<file path="src/rtl/seq_pkg.sv">
// -----------------------------------------------------------------------------
// seq_pkg
//   Definitions shared by the serializer and the downstream Mealy/Moore
//   sequence detectors.
//   - seq_state_t      : two-state encoding (ST_IDLE = 0, ST_SHIFT = 1)
//   - IDLE_BIT_DEFAULT : line level driven while no word is being shifted
//   - cnt_width()      : counter width for an N-state bit counter (min 1 bit)
// -----------------------------------------------------------------------------
package seq_pkg;

  typedef enum logic {
    ST_IDLE  = 1'b0,
    ST_SHIFT = 1'b1
  } seq_state_t;

  localparam logic IDLE_BIT_DEFAULT = 1'b0;

  // $clog2(1) is 0, so clamp to one bit to keep the counter declarable.
  function automatic int cnt_width(input int n);
    return (n > 1) ? $clog2(n) : 1;
  endfunction

endpackage

</file>
<file path="src/rtl/seq_bit_counter.sv">
// -----------------------------------------------------------------------------
// seq_bit_counter
//   Bit position counter for one serialized word. Counts 0..N-1; the owner
//   clears it when a word is loaded and enables it while bits remain.
// Ports
//   clk   in  1   rising-edge clock
//   rst   in  1   asynchronous active-low reset (count -> 0)
//   clr   in  1   synchronous clear to 0 (wins over en)
//   en    in  1   increment by one
//   cnt   out CW  current count
//   last  out 1   cnt == N-1
// -----------------------------------------------------------------------------
module seq_bit_counter
  import seq_pkg::*;
#(
  parameter  int N  = 4,
  localparam int CW = cnt_width(N)
) (
  input  logic          clk,
  input  logic          rst,
  input  logic          clr,
  input  logic          en,
  output logic [CW-1:0] cnt,
  output logic          last
);

  logic [CW-1:0] cnt_reg;

  always_ff @(posedge clk or negedge rst) begin
    if (!rst) begin
      cnt_reg <= '0;
    end else if (clr) begin
      cnt_reg <= '0;
    end else if (en) begin
      cnt_reg <= cnt_reg + 1'b1;
    end
  end

  assign cnt  = cnt_reg;
  assign last = (cnt_reg == CW'(N - 1));

endmodule

</file>
<file path="src/rtl/seq_serializer.sv">
// -----------------------------------------------------------------------------
// seq_serializer
//   Parallel-to-serial stage feeding the sequence detectors. Accepts WIDTH-bit
//   words over valid/ready and shifts them out one bit per clock, back to back
//   when the next word is offered in the last-bit cycle; otherwise the line
//   rests at IDLE_BIT.
// Parameters
//   WIDTH      bits per word (2..32)
//   MSB_FIRST  1: din[WIDTH-1] leaves first, 0: din[0] leaves first
//   IDLE_BIT   ser_out level between words
// Ports
//   clk         in  1      rising-edge clock
//   rst         in  1      asynchronous active-low reset
//   din         in  WIDTH  parallel word, sampled on handshake
//   din_valid   in  1      upstream offers din
//   din_ready   out 1      word can be accepted at this edge
//   ser_out     out 1      serial bit (registered)
//   ser_valid   out 1      ser_out carries a word bit (registered)
//   busy        out 1      state is SHIFT (registered)
//   frame_done  out 1      last bit of the current word is on ser_out
// -----------------------------------------------------------------------------
module seq_serializer
  import seq_pkg::*;
#(
  parameter int   WIDTH     = 4,
  parameter bit   MSB_FIRST = 1'b1,
  parameter logic IDLE_BIT  = IDLE_BIT_DEFAULT
) (
  input  logic             clk,
  input  logic             rst,
  input  logic [WIDTH-1:0] din,
  input  logic             din_valid,
  output logic             din_ready,
  output logic             ser_out,
  output logic             ser_valid,
  output logic             busy,
  output logic             frame_done
);

  localparam int CW = cnt_width(WIDTH);

  seq_state_t       state_reg, state_next;
  logic [WIDTH-1:0] shift_reg, shift_next, shifted;
  logic             ser_out_reg, ser_valid_reg, busy_reg;
  logic [CW-1:0]    cnt;
  logic             cnt_last, cnt_clr, cnt_en, accept;

  function automatic logic head(input logic [WIDTH-1:0] v);
    return MSB_FIRST ? v[WIDTH-1] : v[0];
  endfunction

  seq_bit_counter #(.N(WIDTH)) u_cnt (
    .clk  (clk),
    .rst  (rst),
    .clr  (cnt_clr),
    .en   (cnt_en),
    .cnt  (cnt),
    .last (cnt_last)
  );

  // Shift one position toward the head bit, filling the tail with zero.
  genvar gi;
  generate
    for (gi = 0; gi < WIDTH; gi++) begin : g_shift
      if (MSB_FIRST) begin : g_msb
        if (gi == 0) begin : g_fill
          assign shifted[gi] = 1'b0;
        end else begin : g_move
          assign shifted[gi] = shift_reg[gi-1];
        end
      end else begin : g_lsb
        if (gi == WIDTH - 1) begin : g_fill
          assign shifted[gi] = 1'b0;
        end else begin : g_move
          assign shifted[gi] = shift_reg[gi+1];
        end
      end
    end
  endgenerate

  // Ready depends only on state and count so upstream can never form a
  // combinational loop through din_valid.
  assign din_ready = (state_reg == ST_IDLE) ||
                     ((state_reg == ST_SHIFT) && (cnt == CW'(WIDTH - 1)));
  assign accept    = din_valid && din_ready;

  always_comb begin
    state_next = state_reg;
    shift_next = shift_reg;
    cnt_clr    = 1'b0;
    cnt_en     = 1'b0;
    case (state_reg)
      ST_IDLE: begin
        if (accept) begin
          shift_next = din;
          cnt_clr    = 1'b1;
          state_next = ST_SHIFT;
        end
      end
      ST_SHIFT: begin
        if (cnt_last) begin
          if (accept) begin
            // Reload in the last-bit cycle: next word follows without a gap.
            shift_next = din;
            cnt_clr    = 1'b1;
          end else begin
            state_next = ST_IDLE;
          end
        end else begin
          shift_next = shifted;
          cnt_en     = 1'b1;
        end
      end
      default: state_next = ST_IDLE;
    endcase
  end

  // Outputs are registered from the next-state values so they change only on
  // the clock edge and carry no decode glitches into the detector.
  always_ff @(posedge clk or negedge rst) begin
    if (!rst) begin
      state_reg     <= ST_IDLE;
      shift_reg     <= '0;
      ser_out_reg   <= IDLE_BIT;
      ser_valid_reg <= 1'b0;
      busy_reg      <= 1'b0;
    end else begin
      state_reg     <= state_next;
      shift_reg     <= shift_next;
      ser_out_reg   <= (state_next == ST_SHIFT) ? head(shift_next) : IDLE_BIT;
      ser_valid_reg <= (state_next == ST_SHIFT);
      busy_reg      <= (state_next == ST_SHIFT);
    end
  end

  assign ser_out    = ser_out_reg;
  assign ser_valid  = ser_valid_reg;
  assign busy       = busy_reg;
  assign frame_done = (state_reg == ST_SHIFT) && cnt_last;

endmodule

</file>
<file path="config.mk">
export PLATFORM = sky130hd
export DESIGN_NAME = seq_serializer
export DESIGN_NICKNAME = d
export VERILOG_FILES = /design/src/rtl/seq_pkg.sv /design/src/rtl/seq_bit_counter.sv /design/src/rtl/seq_serializer.sv
export SDC_FILE = /design/constraint.sdc
export NUM_CORES = 1
export LEC_CHECK = 0
export BUFFER_PORTS_ARGS = -buffer_cell sky130_fd_sc_hd__buf_2
export CORE_AREA = 2 2 39 41
export DETAILED_ROUTE_END_ITERATION = 7
export DIE_AREA = 0 0 41 43
export PLACE_DENSITY = 0.49
export SYNTH_ARGS = -nofsm -noshare
export SYNTH_HDL_FRONTEND = slang
export SYNTH_SLANG_ARGS = --single-unit
</file>
<file path="constraint.sdc">
create_clock -name clk -period 1.1 [get_ports clk]
set_input_delay 0.055 -clock clk [delete_from_list [all_inputs] [get_ports clk]]
set_output_delay 0.055 -clock clk [all_outputs]
set_load 0.1 [all_outputs]
</file>
==> impl_results.md <==
* Terminus of the critical flop-to-flop path: u_cnt.cnt[0]
* Startpoint of the lowest-slack hold path: din[3]
* Worst setup path class: reg2out
* Gp weighted congestion at 0.6747
* Transition at the pin with the smallest max-transition slack at about 0.48 ns
* Count of cells along the worst hold path at 3
* Total routing usage reported by global routing at 0.09451
* Share of the clock period used by the worst path after layout at 1.200
* List of most frequent post-synthesis cells: dfrtp_1, nand2_1, o21ai_1
* Count of final setup violators at 10
* Wire per inst at ~10 um
* Pin count of the biggest net entering global routing at 8
* Clock skew after layout at about 0.0060 ns
* Post-route ant nets at 0
* Pins Over Slew Limit at 0
* Total Negative Setup Slacks at -1.447 ns
* Hold Crit Endpoint: ser_out
* Die outline area at roughly 0.0018 sq mm
* Core box area at around 0.0014 sq mm
* CTS tree: yes
* Total Nets Final at between 60 and 70
* Synth-to-Final Area Change at 75.36%
* Largest register FFs at 3
* Number of iterations in the first detailed-routing pass at 3
* Fillcell total at about 140
* Number of antenna violations at the first check in global routing at 0
* Clock period minus final worst setup slack at 1.320 ns
* Yosys warning count at 0
* Number of hold violations in the final report at 0
* Number of core rows at 14
* # diodes at 0
* Top_reg_cell synth: dfrtp_1
* Highest clock rate at around 760 MHz
* Share of final-layout standard cells stronger than drive strength 1 at 0.6111
* Buffers and inverters on the worst path at 2
* XOR/XNOR Fraction of Synth Area at 0
* Largest delay contributor family on the critical path: flip-flops
* Dominant combinational cell family by area after synthesis: simple AND/OR/NAND/NOR gates
* GRT Residual Overflow at 0
* Share of Yosys cell area claimed by the top area cell type at 0.5000
* Adder-cell share of the synthesized area at 0.03571
* Worst path cell trace: ha_4, nor2b_4, clkinvlp_4, buf_12
* Compound-Gate Fraction of Synth Area at 0.05714
* Violated checks: setup timing
* CTS H-Tree Depth at 1
* Buffers added on ports at 11
* Num Clock Sinks at 7
* Area used by sequential logic in the layout at between 150 and 200 sq um
* Effective utilization at floorplan at 0.2532
* Critical-path cell with the highest stage delay: dfrtp_1
* Starting DRT DRC Count at 3
* Syn_nets at 38
* Result of the run: complete, but fails checks
* DR vias at around 290
* Most used standard cell by instance count after synthesis: dfrtp_1
* Share of flip-flops with an asynchronous set or reset after synthesis at 1.000
* Setup slack on the worst flop-to-flop path at -0.20 ns
* Clock slew at reported path FFs at about 0.06 ns
* Cell count of the worst reg-to-reg path at 6
* DRC violation count after routing at 0
* Multi-input gate area at between 150 and 200 sq um
* Critical path arrival at approximately 1.3 ns
* Cts bufs inserted at 3
* Hold Crit Class: in2reg
* Detailed-route wire length at about 700 um
* Slew margin rel. at 0.6800
* Peak per-stage delay on the critical path at 0.41 ns
* Critical Path Source Type: register
* Crit path setup slack, layout at -0.2205 ns
* Register bit count reported by yosys at 7
* Cell types with the largest area share after synthesis: dfrtp_1, mux2i_1, mux2i_4
* I/O pin cnt at 12
* Post-synthesis cell type with the largest combined area: dfrtp_1
* Startpoint of the lowest-slack register-to-register path: u_cnt.cnt[1]
* Vias in the first global route at around 250
* Fraction of synthesized area in multiplexers at 0.1500
* Cell area after synthesis at 350.3 sq um
* Vias per std cell at around 4.2
* Vertical die dimension at between 40 and 50 um
* Setup repair after global routing missed its margin: yes
* Number of buffers on the longest clock path at 2
* Maximum fanout encountered on the critical timing path at 2
* Number of enable flip-flop cells after synthesis at 0
* Sequential fraction of the synthesis area at 0.5000
* Max_cap viols at 0
* Worst skew pair latency at ~0.25 ns
* Global-route wire length before repair at about 1000 um
* Simple-gate share of the synthesized area at 0.1714
* Root buf cell: clkbuf_4
* CP required at 1.04 ns
* Width of the die at about 41 um
* Post-Synthesis Cells at 30
* Average footprint of a synthesized cell at about 12 sq um
* Crit path capture type: output port
* Synth unique cells at 14
-- stage by stage --
stage / instance area [sq um] / hold slack, ns / worst slack [ns] / instances / utilization
after floorplan: 359.1 / -0.2406 / -0.5614 / 30 / -
after global placement: 498.0 / -0.1034 / -0.09773 / 60 / 0.3599
after detailed placement: 498.0 / -0.1043 / -0.1262 / 60 / 0.3599
after CTS: 566.8 / 0.04982 / -0.2291 / 67 / 0.4096
after global routing: 614.3 / 0.06738 / -0.2797 / 70 / 0.4439
final: 614.3 / 0.04443 / -0.2205 / 70 / 0.4439
-- layout make-up --
cell class | count | share of cell area
clock buffers | 4 | 0.04277
flip-flops and latches | 7 | 0.2912
repair buffers | 23 | 0.3625
inverters | 1 | 0.01222
well taps | 16 | 0.03259
multi-input cells | 19 | 0.2587
-- worst max path at each step --
stage / from / end / slack, ns / depth (start not counted)
6_report: u_cnt.cnt[1] / din_ready / -0.22 / 4
5_1_grt: u_cnt.cnt[1] / din_ready / -0.28 / 4
4_1_cts: u_cnt.cnt[0] / din_ready / -0.23 / 4
3_5_place_dp: u_cnt.cnt[0] / din_ready / -0.13 / 4
3_3_place_gp: u_cnt.cnt[0] / din_ready / -0.1 / 4
2_1_floorplan: busy / u_cnt.cnt[0] / -0.56 / 3
-- cell families (layout without fill, tap and decap cells) --
group,Yosys count,count (layout)
mux,4,4
simple gates,10,10
flops,7,7
fa+ha+maj,1,1
buf+inv,4,28
compound gates,4,4
-- cells in the final DEF (no fill, tap or decap) --
cell,instances
dfrtp_4,1
and2_2,1
mux2i_1,3
buf_4,7
nor2_1,1
buf_2,7
ha_4,1
dfrtp_1,6
nor2b_4,1
o21ai_1,4
nand2b_2,1
clkinvlp_4,1
clkbuf_1,1
or2_4,1
clkbuf_4,3
nand2_1,5
buf_12,4
buf_6,4
dlygate4sd3_1,1
mux2i_4,1
-- per-layer routing --
metal | up-vias | part of all wire | GRT usage
met5 | - | 0 | 0
met4 | 0 | 0.010 | 0.04000
met3 | 2 | 0.084 | 0.07853
met2 | 11 | 0.53 | 0.1313
met1 | 135 | 0.37 | 0.1003
li1 | 145 | - | -
-- worst min-delay path: cells and delay by family --
| family | cells | cell delay [ns] |
|---|---|---|
| AND/OR/NAND/NOR | 1 | 0.06 |
| AO/OA/AOI/OAI | 1 | 0.05 |
| buffers and inverters | 1 | 0.09 |
-- timing repair --
item,in CTS,in global routing
endpoints found under the hold margin,7,0
setup endpoints to repair,9,11
setup buffers,2,3
hold buffers,1,0
resized for setup,5,5
pin swaps,0,1
Power is not shown: default switching activity piles up to over one toggle a cycle in this logic, so the estimate is an artifact.
